File: src/rtl/bus_fifo_pkg.sv
// Shared constants for the memory-mapped FIFO port: register offsets,
// STATUS bit positions and the default base address.
package bus_fifo_pkg;

  localparam logic [1:0] OFS_TXDATA = 2'd0;
  localparam logic [1:0] OFS_RXDATA = 2'd1;
  localparam logic [1:0] OFS_STATUS = 2'd2;
  localparam logic [1:0] OFS_COUNT  = 2'd3;

  localparam int ST_TX_FULL  = 0;
  localparam int ST_TX_EMPTY = 1;
  localparam int ST_RX_FULL  = 2;
  localparam int ST_RX_EMPTY = 3;
  localparam int ST_TX_OVF   = 4;
  localparam int ST_RX_UDF   = 5;
  localparam int ST_IRQ      = 6;

  localparam logic [15:0] DEFAULT_BASE_ADDR = 16'h1000;

endpackage

File: src/rtl/bus_fifo_port_if.sv
// Processor data-bus and TX/RX valid/ready signals of the FIFO port.
// master = processor/environment side, slave = the peripheral.
interface bus_fifo_port_if;
  logic [15:0] ADDR;
  logic [15:0] DOUT;
  logic        W;
  logic [15:0] rdata;
  logic        hit;
  logic [15:0] tx_data;
  logic        tx_valid;
  logic        tx_ready;
  logic [15:0] rx_data;
  logic        rx_valid;
  logic        rx_ready;

  modport master (
    output ADDR, DOUT, W, tx_ready, rx_data, rx_valid,
    input  rdata, hit, tx_data, tx_valid, rx_ready
  );

  modport slave (
    input  ADDR, DOUT, W, tx_ready, rx_data, rx_valid,
    output rdata, hit, tx_data, tx_valid, rx_ready
  );
endinterface

File: src/rtl/sync_fifo.sv
// Single-clock FIFO with simultaneous push/pop; head reads 0 while empty.
// A push into a full FIFO is accepted only when a pop happens in the same cycle.
module sync_fifo #(
  parameter int DEPTH = 8,
  parameter int WIDTH = 16
) (
  input  logic                     clk,
  input  logic                     srst,
  input  logic                     push,
  input  logic [WIDTH-1:0]         push_data,
  input  logic                     pop,
  output logic [WIDTH-1:0]         head,
  output logic                     full,
  output logic                     empty,
  output logic [$clog2(DEPTH):0]   count
);
  localparam int AW = $clog2(DEPTH);
  localparam logic [AW-1:0] PTR_ONE  = 1;
  localparam logic [AW:0]   CNT_ONE  = 1;
  localparam logic [AW:0]   CNT_FULL = (AW+1)'(DEPTH);

  logic [AW-1:0]    wr_ptr_q, wr_ptr_d, rd_ptr_q, rd_ptr_d;
  logic [AW:0]      count_q, count_d;
  logic [WIDTH-1:0] mem_q [DEPTH];
  logic             do_push, do_pop;

  always_comb begin
    empty    = (count_q == '0);
    full     = (count_q == CNT_FULL);
    do_pop   = pop & ~empty;
    do_push  = push & (~full | do_pop);
    wr_ptr_d = wr_ptr_q;
    rd_ptr_d = rd_ptr_q;
    count_d  = count_q;
    if (do_push) wr_ptr_d = wr_ptr_q + PTR_ONE;
    if (do_pop)  rd_ptr_d = rd_ptr_q + PTR_ONE;
    case ({do_push, do_pop})
      2'b10:   count_d = count_q + CNT_ONE;
      2'b01:   count_d = count_q - CNT_ONE;
      default: count_d = count_q;
    endcase
  end

  assign head  = empty ? '0 : mem_q[rd_ptr_q];
  assign count = count_q;

  always_ff @(posedge clk) begin
    if (srst) begin
      wr_ptr_q <= '0;
      rd_ptr_q <= '0;
      count_q  <= '0;
    end else begin
      wr_ptr_q <= wr_ptr_d;
      rd_ptr_q <= rd_ptr_d;
      count_q  <= count_d;
    end
  end

  // Storage needs no reset: stale words are never visible through head.
  always_ff @(posedge clk) begin
    if (do_push) mem_q[wr_ptr_q] <= push_data;
  end
endmodule

File: src/rtl/bus_fifo_port.sv
// Memory-mapped TX/RX FIFO peripheral on the processor data bus.
// Optional interrupt output enabled by defining FIFO_PORT_IRQ_EN.
module bus_fifo_port
  import bus_fifo_pkg::*;
#(
  parameter logic [15:0] BASE_ADDR = DEFAULT_BASE_ADDR,
  parameter int          DEPTH     = 8
) (
  input  logic            Clock,
  input  logic            Reset,
  bus_fifo_port_if.slave  bus
`ifdef FIFO_PORT_IRQ_EN
  ,
  output logic            irq
`endif
);
  localparam int CW = $clog2(DEPTH) + 1;

  logic          sel, wr;
  logic [1:0]    ofs;
  logic          tx_push, tx_pop, rx_push, rx_pop;
  logic          tx_full, tx_empty, rx_full, rx_empty;
  logic [15:0]   tx_head, rx_head;
  logic [CW-1:0] tx_count, rx_count;
  logic [15:0]   status;
  logic [15:0]   rdata_q, rdata_d;
  logic          hit_q, hit_d;
  logic          tx_ovf_q, tx_ovf_d, rx_udf_q, rx_udf_d;
  logic          irq_val;

  always_comb begin
    sel     = (bus.ADDR[15:2] == BASE_ADDR[15:2]);
    ofs     = bus.ADDR[1:0];
    wr      = bus.W & sel;
    tx_push = wr & (ofs == OFS_TXDATA);
    tx_pop  = ~tx_empty & bus.tx_ready;
    rx_pop  = wr & (ofs == OFS_RXDATA);
    rx_push = bus.rx_valid & ~rx_full;
  end

  sync_fifo #(.DEPTH(DEPTH), .WIDTH(16)) u_tx_fifo (
    .clk(Clock), .srst(Reset),
    .push(tx_push), .push_data(bus.DOUT), .pop(tx_pop),
    .head(tx_head), .full(tx_full), .empty(tx_empty), .count(tx_count)
  );

  sync_fifo #(.DEPTH(DEPTH), .WIDTH(16)) u_rx_fifo (
    .clk(Clock), .srst(Reset),
    .push(rx_push), .push_data(bus.rx_data), .pop(rx_pop),
    .head(rx_head), .full(rx_full), .empty(rx_empty), .count(rx_count)
  );

  assign bus.tx_data  = tx_head;
  assign bus.tx_valid = ~tx_empty;
  assign bus.rx_ready = ~rx_full;

  // A flag raised in the same cycle as its W1C clear stays set.
  always_comb begin
    tx_ovf_d = tx_ovf_q;
    rx_udf_d = rx_udf_q;
    if (wr && ofs == OFS_STATUS && bus.DOUT[ST_TX_OVF]) tx_ovf_d = 1'b0;
    if (wr && ofs == OFS_STATUS && bus.DOUT[ST_RX_UDF]) rx_udf_d = 1'b0;
    if (tx_push && tx_full && !tx_pop) tx_ovf_d = 1'b1;
    if (rx_pop && rx_empty)            rx_udf_d = 1'b1;
  end

`ifdef FIFO_PORT_IRQ_EN
  logic irq_q, irq_d;
  assign irq_d   = ~rx_empty | tx_ovf_q | rx_udf_q;
  assign irq_val = irq_q;
  assign irq     = irq_q;
  always_ff @(posedge Clock) begin
    if (Reset) irq_q <= 1'b0;
    else       irq_q <= irq_d;
  end
`else
  assign irq_val = 1'b0;
`endif

  always_comb begin
    status              = '0;
    status[ST_TX_FULL]  = tx_full;
    status[ST_TX_EMPTY] = tx_empty;
    status[ST_RX_FULL]  = rx_full;
    status[ST_RX_EMPTY] = rx_empty;
    status[ST_TX_OVF]   = tx_ovf_q;
    status[ST_RX_UDF]   = rx_udf_q;
    status[ST_IRQ]      = irq_val;
    hit_d   = sel;
    rdata_d = '0;
    if (sel) begin
      case (ofs)
        OFS_RXDATA: rdata_d = rx_head;
        OFS_STATUS: rdata_d = status;
        OFS_COUNT:  rdata_d = {8'(rx_count), 8'(tx_count)};
        default:    rdata_d = '0;
      endcase
    end
  end

  always_ff @(posedge Clock) begin
    if (Reset) begin
      rdata_q  <= '0;
      hit_q    <= 1'b0;
      tx_ovf_q <= 1'b0;
      rx_udf_q <= 1'b0;
    end else begin
      rdata_q  <= rdata_d;
      hit_q    <= hit_d;
      tx_ovf_q <= tx_ovf_d;
      rx_udf_q <= rx_udf_d;
    end
  end

  assign bus.rdata = rdata_q;
  assign bus.hit   = hit_q;
endmodule

File: src/flat_wrapper.sv
// flat-port wrapper written by rule: the top's interface ports become plain ports
module bus_fifo_port_flat import bus_fifo_pkg::*;
#(
  parameter logic [15:0] BASE_ADDR = DEFAULT_BASE_ADDR,
  parameter int          DEPTH     = 8
)
  (Clock, Reset, bus_ADDR, bus_DOUT, bus_W, bus_tx_ready, bus_rx_data, bus_rx_valid, bus_rdata, bus_hit, bus_tx_data, bus_tx_valid, bus_rx_ready);
  bus_fifo_port_if bus_i ();
  input  logic Clock;
  input  logic Reset;
  input wire logic [$bits(bus_i.ADDR)-1:0] bus_ADDR;
  input wire logic [$bits(bus_i.DOUT)-1:0] bus_DOUT;
  input wire logic [$bits(bus_i.W)-1:0] bus_W;
  input wire logic [$bits(bus_i.tx_ready)-1:0] bus_tx_ready;
  input wire logic [$bits(bus_i.rx_data)-1:0] bus_rx_data;
  input wire logic [$bits(bus_i.rx_valid)-1:0] bus_rx_valid;
  output wire logic [$bits(bus_i.rdata)-1:0] bus_rdata;
  output wire logic [$bits(bus_i.hit)-1:0] bus_hit;
  output wire logic [$bits(bus_i.tx_data)-1:0] bus_tx_data;
  output wire logic [$bits(bus_i.tx_valid)-1:0] bus_tx_valid;
  output wire logic [$bits(bus_i.rx_ready)-1:0] bus_rx_ready;
  assign bus_i.ADDR = bus_ADDR;
  assign bus_i.DOUT = bus_DOUT;
  assign bus_i.W = bus_W;
  assign bus_i.tx_ready = bus_tx_ready;
  assign bus_i.rx_data = bus_rx_data;
  assign bus_i.rx_valid = bus_rx_valid;
  assign bus_rdata = bus_i.rdata;
  assign bus_hit = bus_i.hit;
  assign bus_tx_data = bus_i.tx_data;
  assign bus_tx_valid = bus_i.tx_valid;
  assign bus_rx_ready = bus_i.rx_ready;
  bus_fifo_port #(.BASE_ADDR(BASE_ADDR), .DEPTH(DEPTH)) u_core (.Clock(Clock), .Reset(Reset), .bus(bus_i));
endmodule
File: config.mk
export PLATFORM = sky130hd
export DESIGN_NAME = bus_fifo_port_flat
export DESIGN_NICKNAME = d
export VERILOG_FILES = /design/src/rtl/bus_fifo_pkg.sv /design/src/rtl/bus_fifo_port_if.sv /design/src/rtl/sync_fifo.sv /design/src/rtl/bus_fifo_port.sv /design/src/flat_wrapper.sv
export SDC_FILE = /design/constraint.sdc
export NUM_CORES = 1
export LEC_CHECK = 0
export ABC_AREA = 1
export ABC_CLOCK_PERIOD_IN_PS = 8500
export CAP_MARGIN = 20
export CORE_MARGIN = 3
export CORE_UTILIZATION = 63
export DETAILED_ROUTE_END_ITERATION = 16
export PLACE_DENSITY_LB_ADDON = 0.15
export SLEW_MARGIN = 20
export SYNTH_ARGS = -nofsm -noshare
export SYNTH_HDL_FRONTEND = slang
export SYNTH_HIERARCHICAL = 1
export SYNTH_SLANG_ARGS = --single-unit
File: constraint.sdc
create_clock -name Clock -period 8.5 [get_ports Clock]
set_clock_uncertainty 0.15 [all_clocks]
set_input_delay 2.55 -clock Clock [delete_from_list [all_inputs] [get_ports Clock]]
set_output_delay 2.55 -clock Clock [all_outputs]
set_load 0.005 [all_outputs]
* Yosys cells after proc, flatten, opt, wreduce, memory -nomap -nowiden
Memories as Yosys holds them, arrays and structs flattened. A register that Yosys moved wholly into a read port is not among the register bits.
Cells that the tools add are included.
** Storage, ports and cells
- Register bits after elaboration :: 39
- RAM bits :: 256
- Input bits :: 53
- Output and inout bits :: 35
- Word-level logic and storage cells :: 78
- Memories :: 2
** Cells by class
- Add/sub/neg operators :: 8
- Equality and inequality tests :: 10
- Multiplexer cells :: 17
- Bitwise gates (word level) :: 16
- Reductions and logical operators :: 15
** Memory list
- u_core.u_rx_fifo.mem_q :: words 8, width 16, rd ports 1, clocked after Yosys merged registers in 1, write ports 1, RTL line sync_fifo.sv:24 : logic [WIDTH-1:0] mem_q [DEPTH];
- u_core.u_tx_fifo.mem_q :: words 8, width 16, rd ports 1, clocked after Yosys merged registers in 1, write ports 1, RTL line sync_fifo.sv:24
** Operator list (count)
- 16-bit one-hot mux with 3 select lines :: 1
- 16-bit two-way mux :: 2
- 4-bit one-hot mux with 2 select lines :: 2
- 14-bit by 11-bit equality test with 1-bit output, second input constant :: 1
- 3-bit by 1-bit adder with 3-bit output, second input constant :: 4
- 3-bit two-way mux :: 4
- 1-bit AND :: 9
- 4-bit by 1-bit adder with 4-bit output, second input constant :: 2
- 2-bit equality test, second input constant :: 4
- 4-bit equality test, second input constant :: 2
- 4-bit logical NOT :: 2
- 1-bit two-way mux :: 8
- 2-bit nonzero test :: 4
- 4-bit by 1-bit subtractor with 4-bit output, second input constant :: 2
- 2-bit by 1-bit equality test with 1-bit output, second input constant :: 3
- 1-bit logical AND :: 6
- 1-bit NOT :: 5
- 2-bit logical NOT :: 1
- 1-bit OR :: 2
- 2-bit OR reduction :: 1
- 1-bit logical NOT :: 1

* Logic depth before layout (Yosys ltp)
- Word-level depth :: 8
- Depth in mapped cells :: 19
- Gate-level depth less buffers :: 19

* Hierarchy
The synthesis kept the hierarchy.
** Modules (own cells, without submodules)
- sync_fifo :: instances 2, cells an instance 458, area an instance 5720.5 µm², seq. area each 4103.9 µm²
- bus_fifo_port :: instances 1, cells an instance 115, area an instance 819.5 µm², seq. area each 380.4 µm²

* Worst setup path after synthesis
No wires, ideal clock.
- Path kind :: input port to flip-flop
- Start :: in bus_ADDR[8]
- End :: mem u_core.u_rx_fifo.mem_q[0][0] (enable)
- Setup time :: 0.388 ns
- Data arrival time :: 4.543 ns
- Data required time :: 7.962 ns
- Path slack :: 3.419 ns
- Stages on the path :: 13
- Path buffers :: 0
- Path through :: inv_1 -> nand2_1 -> nor2_1 -> nand2_1 -> nor2_4 -> nand2_1 -> nor3_1 -> inv_1 -> nand4_1 -> nand2_1 -> inv_1 -> nand2_1 -> nor2_1
** On the way
- Longest elaborated chain between the ends :: 8
** RTL lines
- from (decl) :: RTL line flat_wrapper.sv:11 : input wire logic [$bits(bus_i.ADDR)-1:0] bus_ADDR;
- 14-bit by 11-bit equality test with 1-bit output :: RTL line bus_fifo_port.sv:32 : sel = (bus.ADDR[15:2] == BASE_ADDR[15:2]);
- 1-bit AND :: RTL line bus_fifo_port.sv:34 : wr = bus.W & sel;
- 1-bit AND :: RTL line bus_fifo_port.sv:37 : rx_pop = wr & (ofs == OFS_RXDATA);
- net u_core.rx_pop :: RTL line bus_fifo_port.sv:21 : logic tx_push, tx_pop, rx_push, rx_pop;
- 1-bit AND :: RTL line sync_fifo.sv:30 : do_pop = pop & ~empty;
- 1-bit OR :: RTL line sync_fifo.sv:31 : do_push = push & (~full | do_pop);
- 1-bit AND :: RTL line sync_fifo.sv:31
- 1-bit two-way mux :: RTL line sync_fifo.sv:61 : if (do_push) mem_q[wr_ptr_q] <= push_data;
- 1-bit two-way mux (not written as such) :: RTL line sync_fifo.sv:61
- to (decl) :: RTL line sync_fifo.sv:24
The timed path passes the listed nets, and every way through them passes these cells.

==> out/metrics.cfg <==
[outcome]
status = finished, final reports clean

[worst_setup_path]
cpPeakStageDelay_ps = 590
start_kind = register
crit_type = reg -> out
path_buf_inv = 3
critPathCaptureType = output pin
crit_fanout = 65
critical-path-slowest-cell = buf_4
path_cells = buf_4 > inv_2 > o21ai_0 > o21ai_0 > o21ai_0 > nor2_1 > clkdlybuf4s50_1
cpLargestDelayFamily = buffers and inverters
cp_common_cell = o21ai_0
arrival_ps = 3280
worstPathRequired_ps = 5800

[die]
initial_utilization_pct = 64.9
core_area_um2 = 18900
io_pins = 88
die_w_um = 146
rows = 50
dieArea_um2 = 21200
fp.dieH_um = 146

[cells_and_area]
areaGrowthSynthToFinish_pct = 16.5
drive_gt1_share_pct = 8.13
final_nets = 1184
fin_util_pct = 75.6
diodes = 0
instances_no_fill = 1404

[logic_synthesis]
synth_common_cells = edfxtp_1 (256), nor2_1 (231), o21ai_0 (150), nand2_1 (70), inv_1 (57)
synth_area_per_cell_um2 = 11.9
synth_fp_nets = 1094
synth_simple_gate_area_share_pct = 11.7
synth_top_family_by_area = simple AND/OR/NAND/NOR gates
synthXorXnorAreaFrac_pct = 0.143
ys_top_cells_by_area = edfxtp_1 (63%), dfxtp_1 (7.3%), nor2_1 (7.1%)
syn-instance-count = 1031
synth_area_um2 = 12300
yosys.area_share.adder_pct = 1.14
async_flop_share_pct = 0
synthMuxAreaShare_pct = 2.61
yosys.area.top_type = edfxtp_1
yosysWarnings = 6
yosysTopAreaCellShare_pct = 62.7
synth_edf_count = 256
synth_cell_types = 29
synthFlopType = edfxtp_1
yosysMostFrequentCell = edfxtp_1
synth-seq-area-share_pct = 70.0
ys_ff_latch = 301
synth-compound-area-share_pct = 10.2

[clocking]
cts_tree = done
ctsResizeCount = 0
cts_root_buffer = clkbuf_16
post_cts_buffers = 0
postCtsHoldBufs = 0
cts_sinks = 301
numCtsBuffers = 30
clock_path_buffers = 3
cts.htree.levels = 1
clk_pin_slew_worst_paths_ps = 50
clk_latency_ps = 540

[timing]
finalHoldViolCount = 0
relSlewSlack_pct = 40.6
fin_crit_sh_pct = 70.3
rsz0062_at_grt = no
tns_ps = 0
drv_slew = 0
fmax_mhz = 167
fin_ws_ps = 2520
fin_crit_ps = 5980
tightestPinTransition_ps = 890
holdWs_ps = 315
setup_viol = 0

[placed_design]
place_congestion = 0.883
port_buffers = 87
place_inst = 1348
dp_hpwl_mm = 15.4
detailedPlace.worstSlack_ps = 2490

[global_routing]
grt_usage_pct = 24.5
antenna_found_initial = 0
grt_max_degree = 66
overflow = 0
grt_pass1_vias = 8006
grt_pass1_wl_mm = 41.7

[routing]
routed_via_density = 5.78
via_count = 8116
drtIter0Drc = 775
firstDrtPassIters = 6
antenna_left = 0
drt-total-wl_mm = 26.6
drc_errors = 0
avgRoutedWirePerCell_um = 18.9

[pwr]
p_leak_uw = 0.00484
power.density_nw_per_um2 = 210
irDropWorstVdd_v = 0.000188

[run]
max_cap_viol_count = 0

[min_path]
hp-class = reg -> reg

## placed cells by master, fill, tap and decap left out, drive strengths merged, types with 3 or more instances in the layout
cell	count
buf	19
nand3	19
nand2	77
bufinv	3
mux2i	32
o21ai	172
a21oi	28
clkbuf	37
nand4	8
clkinv	13
ha	8
o22ai	32
a31oi	4
inv	59
nor2	237
clkdlybuf4s50	87
dfxtp	45
edfxtp	256
## path summary, 6_finish.rpt
check                          startpoint  cells past startpoint                            to  slack, ps
max reg2reg     u_core/u_rx_fifo/count[0]                      9  u_core/u_rx_fifo/mem_q[6][6]       5600
min          u_core/u_tx_fifo/rd_ptr_q[2]                      2                      register        320
max                              register                      7                bus_tx_data[3]       2520
min reg2reg  u_core/u_tx_fifo/rd_ptr_q[2]                      2                      register        320
## per-stage QoR
step                instance area (µm²)  power, µW
floorplan                         12300       1700
global placement                  13300       1750
detailed placement                13300       1760
CTS                               14300       3010
global route                      14300       3080
finish                            14300       3000
## report_power, final
group	internal (µW)	switching (µW)	leakage, µW
clock	755	521	0.000476
combinational	38.6	65.3	0.00168
sequential	1620	6.31	0.00268
total	2410	592	0.00484
## state kept, by name, indices dropped and copies added, names as in the netlist, named ones only
signal	count
u_core/u_rx_fifo/rd_ptr_q	3
u_core/u_rx_fifo/mem_q	128
u_core/u_tx_fifo/wr_ptr_q	3
u_core/u_rx_fifo/wr_ptr_q	3
u_core/u_tx_fifo/mem_q	128
u_core/bus.hit	1
u_core/rx_udf_q	1
u_core/u_rx_fifo/count	4
u_core/u_tx_fifo/rd_ptr_q	3
u_core/u_tx_fifo/count	4
u_core/tx_ovf_q	1
u_core/bus.rdata	16
## worst min-delay path: stages (launching register included)
cell,delay [ps]
dfxtp_1,310
inv_1,50
a21oi_1,60
## final cells by class
cell class,count,area [µm²]
sequential,301,8600
fill,1209,4610
multi-input combinational,623,3150
timing repair buffer,106,1030
clock buffer,37,798
tap,260,325
inverter,59,221
clock inverter,18,166
## layer usage
layer	GRT usage, %	share of wire (%)	vias up
met1	35.4	42	3884
met3	4.92	8.2	40
met5	0	0	-
met2	38.6	48	369
met4	7.31	1.5	0
li1	-	-	3823
## cell families (layout without fill, tap and decap cells)
group,Yosys count,count (layout)
flip-flops,301,301
AND/OR/NAND/NOR,343,343
AO/OA/AOI/OAI,236,236
buffers and inverters,107,220
XOR/XNOR,2,2
multiplexers,32,32
adder cells (fa/ha/maj),10,10
(Power assumes the default switching activity.)
